File: src/rtl/alu_pkg.sv
// Shared types for the arbitrated ALU sequencer: opcodes, sequencer states, port count.
package alu_pkg;

  localparam int RR_PORTS = 2;

  typedef enum logic [3:0] {
    OP_ADD = 4'd0,
    OP_SUB = 4'd1,
    OP_MUL = 4'd2,
    OP_AND = 4'd3,
    OP_OR  = 4'd4,
    OP_XOR = 4'd5,
    OP_SHL = 4'd6,
    OP_SHR = 4'd7,
    OP_DIV = 4'd8,
    OP_MOD = 4'd9
  } alu_op_e;

  typedef enum logic [1:0] {
    ST_IDLE = 2'd0,
    ST_EXEC = 2'd1,
    ST_DIV  = 2'd2,
    ST_RESP = 2'd3
  } seq_state_e;

  function automatic logic is_div_op(input logic [3:0] op);
    return (op == OP_DIV) || (op == OP_MOD);
  endfunction

endpackage

File: src/rtl/alu_divider_seq.sv
// Restoring unsigned divider: loads on start, performs one quotient bit per cycle,
// pulses done once the N-th bit is in. b == 0 yields quot = all ones, rem = a.
module alu_divider_seq #(
  parameter int N = 4
) (
  input  logic         clk,
  input  logic         rst_n,
  input  logic         start,
  input  logic [N-1:0] a,
  input  logic [N-1:0] b,
  output logic [N-1:0] quot,
  output logic [N-1:0] rem,
  output logic         done
);

  localparam int CW = $clog2(N + 1);

  logic [N-1:0]  rem_q, rem_d;
  logic [N-1:0]  quot_q, quot_d;
  logic [N-1:0]  den_q, den_d;
  logic [CW-1:0] cnt_q, cnt_d;
  logic          done_q, done_d;
  logic [N:0]    part_s;
  logic [N-1:0]  diff_s;

  always_comb begin
    part_s = {rem_q, quot_q[N-1]};
    diff_s = part_s[N-1:0] - den_q;
    rem_d  = rem_q;
    quot_d = quot_q;
    den_d  = den_q;
    cnt_d  = cnt_q;
    done_d = 1'b0;
    if (start) begin
      rem_d  = {N{1'b0}};
      quot_d = a;
      den_d  = b;
      cnt_d  = CW'(N);
    end else if (cnt_q != {CW{1'b0}}) begin
      // the partial remainder stays below the divisor, so the difference fits in N bits
      if (part_s >= {1'b0, den_q}) begin
        rem_d  = diff_s;
        quot_d = {quot_q[N-2:0], 1'b1};
      end else begin
        rem_d  = part_s[N-1:0];
        quot_d = {quot_q[N-2:0], 1'b0};
      end
      cnt_d  = cnt_q - CW'(1);
      done_d = (cnt_q == CW'(1));
    end else begin
      done_d = 1'b0;
    end
  end

  always_ff @(posedge clk) begin
    if (!rst_n) begin
      rem_q  <= {N{1'b0}};
      quot_q <= {N{1'b0}};
      den_q  <= {N{1'b0}};
      cnt_q  <= {CW{1'b0}};
      done_q <= 1'b0;
    end else begin
      rem_q  <= rem_d;
      quot_q <= quot_d;
      den_q  <= den_d;
      cnt_q  <= cnt_d;
      done_q <= done_d;
    end
  end

  assign quot = quot_q;
  assign rem  = rem_q;
  assign done = done_q;

endmodule

File: src/rtl/alu_arbiter_seq.sv
// Two-port round-robin front end sharing one N-bit ALU with a sequential divider.
// Optional feature macro ALU_DIV0_TRAP_EN: DIV/MOD by zero returns all ones with err set.
module alu_arbiter_seq
  import alu_pkg::*;
#(
  parameter int N = 4
) (
  input  logic                       clk,
  input  logic                       rst_n,
  input  logic [RR_PORTS-1:0]        req_valid,
  output logic [RR_PORTS-1:0]        req_ready,
  input  logic [RR_PORTS-1:0][3:0]   req_op,
  input  logic [RR_PORTS-1:0][N-1:0] req_in1,
  input  logic [RR_PORTS-1:0][N-1:0] req_in2,
  output logic                       rsp_valid,
  output logic                       rsp_id,
  output logic [2*N-1:0]             rsp_result,
  output logic                       rsp_neg,
  output logic                       rsp_cero,
  output logic                       rsp_carry,
  output logic                       rsp_err,
  output logic                       busy
);

  localparam int SW = $clog2(N);
`ifdef ALU_DIV0_TRAP_EN
  localparam bit DIV0_TRAP = 1'b1;
`else
  localparam bit DIV0_TRAP = 1'b0;
`endif

  seq_state_e     state_q, state_d;
  logic           last_grant_q, last_grant_d;
  logic [3:0]     op_q, op_d;
  logic [N-1:0]   a_q, a_d, b_q, b_d;
  logic           id_q, id_d;
  logic           rsp_valid_q, rsp_valid_d;
  logic           rsp_id_q, rsp_id_d;
  logic [2*N-1:0] rsp_result_q, rsp_result_d;
  logic           rsp_neg_q, rsp_neg_d;
  logic           rsp_cero_q, rsp_cero_d;
  logic           rsp_carry_q, rsp_carry_d;
  logic           rsp_err_q, rsp_err_d;

  logic           grant_s, hs_s, div_start_s, div_done_s;
  logic [N-1:0]   div_quot_s, div_rem_s;
  logic [2*N-1:0] res_s, mul_s;
  logic           neg_s, carry_s, err_s;
  logic [N:0]     add_s;
  logic [N-1:0]   sub_s, shl_s, shr_s;
  logic [SW-1:0]  shamt_s;

  always_comb begin
    grant_s   = req_valid[1];
    req_ready = {RR_PORTS{1'b0}};
    if (req_valid == 2'b11) begin
      grant_s = ~last_grant_q;
    end else begin
      grant_s = req_valid[1];
    end
    if ((state_q == ST_IDLE) && (req_valid != 2'b00)) begin
      req_ready = grant_s ? 2'b10 : 2'b01;
    end else begin
      req_ready = {RR_PORTS{1'b0}};
    end
  end

  assign hs_s        = |(req_valid & req_ready);
  assign div_start_s = hs_s && is_div_op(req_op[grant_s]) &&
                       !(DIV0_TRAP && (req_in2[grant_s] == {N{1'b0}}));

  alu_divider_seq #(.N(N)) u_div (
    .clk   (clk),
    .rst_n (rst_n),
    .start (div_start_s),
    .a     (req_in1[grant_s]),
    .b     (req_in2[grant_s]),
    .quot  (div_quot_s),
    .rem   (div_rem_s),
    .done  (div_done_s)
  );

  always_comb begin
    add_s   = {1'b0, a_q} + {1'b0, b_q};
    sub_s   = a_q - b_q;
    mul_s   = {{N{1'b0}}, a_q} * {{N{1'b0}}, b_q};
    shamt_s = b_q[SW-1:0];
    shl_s   = a_q << shamt_s;
    shr_s   = a_q >> shamt_s;
    res_s   = {(2*N){1'b0}};
    neg_s   = 1'b0;
    carry_s = 1'b0;
    err_s   = 1'b0;
    if (state_q == ST_DIV) begin
      res_s = {{N{1'b0}}, (op_q == OP_MOD) ? div_rem_s : div_quot_s};
    end else begin
      case (alu_op_e'(op_q))
        OP_ADD: begin
          res_s   = {{(N-1){1'b0}}, add_s};
          carry_s = add_s[N];
        end
        OP_SUB: begin
          res_s   = {{N{1'b0}}, sub_s};
          neg_s   = (a_q < b_q);
          carry_s = (a_q < b_q);
        end
        OP_MUL: res_s = mul_s;
        OP_AND: res_s = {{N{1'b0}}, a_q & b_q};
        OP_OR:  res_s = {{N{1'b0}}, a_q | b_q};
        OP_XOR: res_s = {{N{1'b0}}, a_q ^ b_q};
        OP_SHL: res_s = {{N{1'b0}}, shl_s};
        OP_SHR: res_s = {{N{1'b0}}, shr_s};
        // DIV/MOD only land in EXEC when the divide-by-zero trap fired
        OP_DIV, OP_MOD: begin
          res_s = {(2*N){1'b1}};
          err_s = 1'b1;
        end
        default: begin
          res_s = {{(2*N-1){1'b0}}, 1'b1};
          err_s = 1'b1;
        end
      endcase
    end
  end

  always_comb begin
    state_d      = state_q;
    last_grant_d = last_grant_q;
    op_d         = op_q;
    a_d          = a_q;
    b_d          = b_q;
    id_d         = id_q;
    rsp_valid_d  = 1'b0;
    rsp_id_d     = rsp_id_q;
    rsp_result_d = rsp_result_q;
    rsp_neg_d    = rsp_neg_q;
    rsp_cero_d   = rsp_cero_q;
    rsp_carry_d  = rsp_carry_q;
    rsp_err_d    = rsp_err_q;
    case (state_q)
      ST_IDLE: begin
        if (hs_s) begin
          op_d         = req_op[grant_s];
          a_d          = req_in1[grant_s];
          b_d          = req_in2[grant_s];
          id_d         = grant_s;
          last_grant_d = grant_s;
          state_d      = div_start_s ? ST_DIV : ST_EXEC;
        end else begin
          state_d = ST_IDLE;
        end
      end
      ST_EXEC: state_d = ST_RESP;
      ST_DIV: begin
        if (div_done_s) begin
          state_d = ST_RESP;
        end else begin
          state_d = ST_DIV;
        end
      end
      ST_RESP: state_d = ST_IDLE;
      default: state_d = ST_IDLE;
    endcase
    // response fields are captured on entry to RESP and then held
    if (state_d == ST_RESP) begin
      rsp_valid_d  = 1'b1;
      rsp_id_d     = id_q;
      rsp_result_d = res_s;
      rsp_neg_d    = neg_s;
      rsp_cero_d   = (res_s == {(2*N){1'b0}});
      rsp_carry_d  = carry_s;
      rsp_err_d    = err_s;
    end else begin
      rsp_valid_d = 1'b0;
    end
  end

  always_ff @(posedge clk) begin
    if (!rst_n) begin
      state_q      <= ST_IDLE;
      last_grant_q <= 1'b1;
      op_q         <= 4'd0;
      a_q          <= {N{1'b0}};
      b_q          <= {N{1'b0}};
      id_q         <= 1'b0;
      rsp_valid_q  <= 1'b0;
      rsp_id_q     <= 1'b0;
      rsp_result_q <= {(2*N){1'b0}};
      rsp_neg_q    <= 1'b0;
      rsp_cero_q   <= 1'b0;
      rsp_carry_q  <= 1'b0;
      rsp_err_q    <= 1'b0;
    end else begin
      state_q      <= state_d;
      last_grant_q <= last_grant_d;
      op_q         <= op_d;
      a_q          <= a_d;
      b_q          <= b_d;
      id_q         <= id_d;
      rsp_valid_q  <= rsp_valid_d;
      rsp_id_q     <= rsp_id_d;
      rsp_result_q <= rsp_result_d;
      rsp_neg_q    <= rsp_neg_d;
      rsp_cero_q   <= rsp_cero_d;
      rsp_carry_q  <= rsp_carry_d;
      rsp_err_q    <= rsp_err_d;
    end
  end

  assign rsp_valid  = rsp_valid_q;
  assign rsp_id     = rsp_id_q;
  assign rsp_result = rsp_result_q;
  assign rsp_neg    = rsp_neg_q;
  assign rsp_cero   = rsp_cero_q;
  assign rsp_carry  = rsp_carry_q;
  assign rsp_err    = rsp_err_q;
  assign busy       = (state_q != ST_IDLE);

endmodule

File: config.mk
export PLATFORM = sky130hd
export DESIGN_NAME = alu_arbiter_seq
export DESIGN_NICKNAME = d
export VERILOG_FILES = /design/src/rtl/alu_pkg.sv /design/src/rtl/alu_divider_seq.sv /design/src/rtl/alu_arbiter_seq.sv
export SDC_FILE = /design/constraint.sdc
export NUM_CORES = 1
export LEC_CHECK = 0
export BUFFER_PORTS_ARGS = -buffer_cell sky130_fd_sc_hd__buf_2
export CORE_MARGIN = 2
export CORE_UTILIZATION = 60
export CTS_CLUSTER_SIZE = 28
export DETAILED_ROUTE_END_ITERATION = 10
export PLACE_DENSITY = 0.81
export REMOVE_ABC_BUFFERS = 1
export SYNTH_ARGS = -nofsm -noshare
export SYNTH_HDL_FRONTEND = slang
export SYNTH_HIERARCHICAL = 1
export SYNTH_SLANG_ARGS = --single-unit
File: constraint.sdc
create_clock -name clk -period 5.3 [get_ports clk]
set_input_delay 0.53 -clock clk [delete_from_list [all_inputs] [get_ports clk]]
set_output_delay 0.53 -clock clk [all_outputs]
set_load 0.01 [all_outputs]
Word level (Yosys, flattened, before mapping)
Cells that the tools add are included.
- register bits: 46
- word-level logic and storage cells: 98
- add/subtract/negate cells: 4
- $mul: 1
- order comparisons: 3
- eq/ne operators: 17
- shift operators: 2
- multiplexer cells: 29
- bitwise logic cells: 7
- reductions and logical operators: 16
- operators by type and width (operator ; number):
    one-hot mux 8 bit (9 select lines) ; 1
    2-to-1 mux 4 bit ; 10
    == test 4 x 3 -> 1 bit, second input constant ; 4
    == test 4 bit, second input constant ; 4
    2-to-1 mux 1 bit ; 9
    == test 2 bit, second input constant ; 4
    == test 4 x 2 -> 1 bit, second input constant ; 2
    zero test 8 bit ; 1
    multiplier 4 x 4 -> 8 bit ; 1
    2-to-1 mux 2 bit ; 4
    2-to-1 mux 8 bit ; 1
    one-hot mux 2 bit (4 select lines) ; 1
    OR reduction 8 bit ; 1
    subtractor 4 bit ; 2
    2-to-1 mux 3 bit ; 2
    nonzero test 2 bit ; 3
    OR reduction 2 bit ; 3
    adder 4 x 4 -> 5 bit ; 1
    >= comparator 5 x 4 -> 1 bit ; 1
    bitwise AND 4 bit ; 1
    == test 4 x 1 -> 1 bit, second input constant ; 1
    zero test 4 bit ; 1
    less-than comparator 4 bit ; 1
    bitwise OR 4 bit ; 1
    16 further kinds ; 19

Logic depth before layout (Yosys ltp)
- depth in word-level cells: 12
- depth in mapped cells: 13
- gate-level depth less buffers: 13

Hierarchy
Netlist, hierarchy kept.
- by module, submodules not included (module ; times used ; cells each ; area an instance (um^2)):
    alu_arbiter_seq ; 1 ; 324 ; 2776.4
    alu_divider_seq ; 1 ; 100 ; 890.9

Least setup slack after synthesis
OpenSTA, ideal clock, no wires.
- path type: register to register
- start: register a_q[1]
- end: register rsp_cero_q (netlist: rsp_cero)
- setup time: 0.126 ns
- data arrival time: 3.302 ns
- data required time: 5.174 ns
- path slack: 1.872 ns
- stages on the path, launching flop included: 13
- path buffers: 0
- period minus slack after synthesis: 3.428 ns
- cells stage by stage: dfxtp_1 -> nand2_1 -> fa_1 -> inv_1 -> fa_1 -> inv_1 -> fa_1 -> nor2b_1 -> or4_1 -> a311oi_2 -> nor3_1 -> nand4_1 -> o31ai_2
- word-level cells in the longest chain between the ends: 4
- elaborated cells between the ends (all ways): 11
- those cells by class: add/sub: 2; mul: 1; shift: 2; mux: 2; bitwise: 3; reduce/logical: 1
- RTL lines (item ; RTL line ; source):
    from (decl) ; alu_arbiter_seq.sv:35 ; logic [N-1:0] a_q, a_d, b_q, b_d;
    from (signal assigned) ; alu_arbiter_seq.sv:183 ; a_q <= {N{1'b0}};
    multiplier 4 x 4 -> 8 bit, or another cell as far along ; alu_arbiter_seq.sv:86 ; mul_s = {{N{1'b0}}, a_q} * {{N{1'b0}}, b_q};
    one-hot mux 8 bit (9 select lines) (*) ; alu_arbiter_seq.sv:97 ; case (alu_op_e'(op_q))
    2-to-1 mux 8 bit (*) ; alu_arbiter_seq.sv:94 ; if (state_q == ST_DIV) begin
    zero test 8 bit (*) ; alu_arbiter_seq.sv:170 ; rsp_cero_d = (res_s == {(2*N){1'b0}});
    to (signal assigned) ; alu_arbiter_seq.sv:204 ; rsp_cero_q <= rsp_cero_d;
    to (decl) ; alu_arbiter_seq.sv:41 ; logic rsp_cero_q, rsp_cero_d;
Every way passes the cells marked *; elsewhere a longest branch is shown, timed or not.
A chain may end at the register's enable or synchronous reset.

Worst setup path in the final report
- start: register b_q[1]
- end: register rsp_cero_q (netlist: rsp_cero)
- word-level cells in the longest chain between the ends: 4
- elaborated cells between the ends (all ways): 11
- those cells by class: add/sub: 2; mul: 1; shift: 2; mux: 2; bitwise: 3; reduce/logical: 1
- RTL lines (item ; RTL line ; source):
    from (decl) ; alu_arbiter_seq.sv:35 ;
    from (signal assigned) ; alu_arbiter_seq.sv:184 ; b_q <= {N{1'b0}};
    multiplier 4 x 4 -> 8 bit, or another cell as far along ; alu_arbiter_seq.sv:86 ;
    one-hot mux 8 bit (9 select lines) (*) ; alu_arbiter_seq.sv:97 ;
    2-to-1 mux 8 bit (*) ; alu_arbiter_seq.sv:94 ;
    zero test 8 bit (*) ; alu_arbiter_seq.sv:170 ;
Marks and branches as above.

==> summary.txt <==
status: finished clean
vias in the first global route: 2,974
layout cell share with drive strength beyond 1: 17.3%
Max Cap Viol: 0
global-route wire length before repair: 14.1 mm
initial antenna violation count: 0
DR vias/cell: 5.95
DR DRC count: 0
post-synthesis instance area: 3670 um^2
Post-DP HPWL: 6.77 mm
Period minus WS final: 3750 ps
all-layer global routing usage: 27.1%
Reg clk slew, reported paths: 90 ps
Setup-failing EPs final: 0
Sinks on Clock Net: 46
Synth cell types: 73
setup TNS: 0 ps
DRT Wirelength: 8.74 mm
Worst R2R Start: b_q[1]$_SDFFE_PN0P_
total gr overflow: 0
cells after synthesis: 424
1st-iter DRT viols: 228
fraction of registers with async set or reset after synthesis: 0%
Placement Rows: 28
Total Power: 1850 uW
CTS Buf Count: 5
I/O Pins: 45
area fraction of the dominant cell type after synthesis: 25.1%
RSZ-0062 raised after global routing: no
Mean Syn Cell Area: 8.65 um^2
diode count: 0
Core Region: 5920 um^2
# hold bufs at CTS: 0
clk root buf: clkbuf_8
DRT antenna net count: 0
Fin Clk Skew: 6.41 ps
routed length per placed instance: 16.5 um
EDFF count, synth: 0
via count: 3,157
Fillers: 489
DIE AREA: 6750 um^2
largest net degree at the start of global routing: 28
Die Y: 82.2 um
Post-synth top cells: dfxtp_1 (46), nor2_1 (38), ha_1 (36), nand2_1 (33), inv_1 (30)
min-delay src: req_op[0]
Hold Path Depth: 3
worst vdd ir: 305 uV
post-synthesis sequential area ratio: 25.1%
I/O Buffers: 44
R2R Setup Slk: 1550 ps
HP Class: in -> reg
Critical Path RT: 5490 ps
largest cells by area after synthesis: dfxtp_1 (25%), ha_1 (12%), mux2i_1 (4.6%)
H-tree levels: 2
Worst Max-Slew Pin Slew: 837 ps
multi-input logic area: 2500 um^2
synth warn: 6
Leak: 0.00168 uW
FF-to-FF path depth: 12
Worst Path Max Fanout: 12
Synth area leader: dfxtp_1
Final nets: 526
Die Wd: 82.2 um
setup repair bufs after CTS: 0
Slew Limit Fails: 0
Initial DRT Pass Iterations: 4
Crit. End Element: flop
FF+latch count, synth: 46
reg2reg end: rsp_cero$_SDFFE_PN0P_
Resized Gates After CTS: 0
starting density of the core: 61.9%
Worst setup SP type: flop
storage element area: 921 um^2
Skew-Pair Late Insertion Delay: 310 ps
PwrDens: 465 nW/um^2
Area Growth Syn to Fin: 8.67%
fmax: 267 MHz
clk buf depth: 2
Slew headroom: 44.1%
Arrival @ worst endpoint: 3930 ps
Top FF cell, synth: dfxtp_1
WS Path Type: reg -> reg
CTS tree: yes
RD Place Congestion: 0.926
Hold EP: op_q[0]$_SDFFE_PN0P_
period utilisation layout: 70.7%
most numerous cell in the Yosys netlist: dfxtp_1
Hold Vio Cnt, Final: 0
-- sequential cells by signal, summed over array words and instances (netlist names) --
register and count:
u_div/rem 4, rsp_cero 1, a_q 4, rsp_neg 1
u_div/quot 4, state_q 2, rsp_valid 1, b_q 4
u_div/den_q 4, rsp_err 1, rsp_id 1, rsp_carry 1
last_grant_q 1, rsp_result 8, id_q 1, u_div/cnt_q 3
u_div/done 1, op_q 4
-- worst max-delay path, stage by stage, from the launching register on --
cell      delay, ps
dfxtp_1         620
nand2_1         130
fa_1            510
inv_1            60
fa_1            560
inv_1            70
fa_1            430
nor2b_1         140
or4_1           490
a311oi_2        350
nor3_1          100
nand4_1         120
o31ai_2          70
-- how the worst max path moves through the flow --
stage,from,end,slack [ps]
2_1_floorplan,b_q[1]$_SDFFE_PN0P_,rsp_cero$_SDFFE_PN0P_,1860
3_3_place_gp,b_q[1]$_SDFFE_PN0P_,rsp_cero$_SDFFE_PN0P_,1660
3_5_place_dp,b_q[1]$_SDFFE_PN0P_,rsp_cero$_SDFFE_PN0P_,1610
4_1_cts,b_q[1]$_SDFFE_PN0P_,rsp_cero$_SDFFE_PN0P_,1560
5_1_grt,b_q[1]$_SDFFE_PN0P_,rsp_cero$_SDFFE_PN0P_,1360
6_report,b_q[1]$_SDFFE_PN0P_,rsp_cero$_SDFFE_PN0P_,1550
-- stage by stage --
| step | cells | hold slack (ps) | area [um^2] | setup slack (ps) | util, % |
|---|---|---|---|---|---|
| 2_1_floorplan | 402 | 432 | 3540 | 1860 | - |
| 3_5_place_dp | 523 | 446 | 3870 | 1610 | 65.4 |
| 5_1_grt | 531 | 484 | 3990 | 1360 | 67.3 |
| 6_report | 531 | 459 | 3990 | 1550 | 67.3 |
| 4_1_cts | 531 | 454 | 3990 | 1560 | 67.3 |
| 3_3_place_gp | 523 | 437 | 3870 | 1660 | 65.4 |
-- power breakdown --
part	switching (uW)	leakage (uW)	internal, uW
Sequential	141	0.000377	437
Clock	131	0.0000585	142
Combinational	577	0.00124	427
Total	849	0.00168	1010
-- cell usage in the layout, fill, tap and decap left out, types with 5 or more instances in the layout --
cell type  count
nor2_1        38
nand2_1       33
fa_1           7
and2_1         7
clkbuf_8       5
buf_2         44
nand3_1        8
a21oi_1       20
o21ai_0       15
xnor2_1        5
ha_1          36
inv_1         30
nor3_1        11
nand2b_1      11
a211oi_1      17
dfxtp_1       46
mux2i_1       17
nor4b_1        5
mux2_2         8
nor2b_1       12
-- final cells by class --
type | instances | area share [%]
well taps | 75 | 2.35
clock inverters | 3 | 1.10
clock buffers | 5 | 1.73
repair buffers | 46 | 5.90
inverters | 32 | 3.01
multi-input cells | 324 | 62.8
flip-flops and latches | 46 | 23.1
-- per-layer routing --
metal	up-vias	routed length, um	GRT usage [%]
met3	14	686	5.54
met5	-	0	0
met2	117	4070	43.4
met1	1459	3840	36.8
met4	0	147	8.17
li1	1567	-	-
-- cells by family (layout without fill, tap and decap cells) --
kind of cell / count (synthesis) / in the layout / share of synthesized area, %
compound gates: 95 / 95 / 19.8
xor+xnor: 7 / 7 / 1.67
fa+ha+maj: 43 / 43 / 16.1
buf+inv: 54 / 86 / 6.65
flops: 46 / 46 / 25.1
mux: 28 / 28 / 8.63
simple gates: 151 / 151 / 22.0
Power figures use the tool's default switching activity.
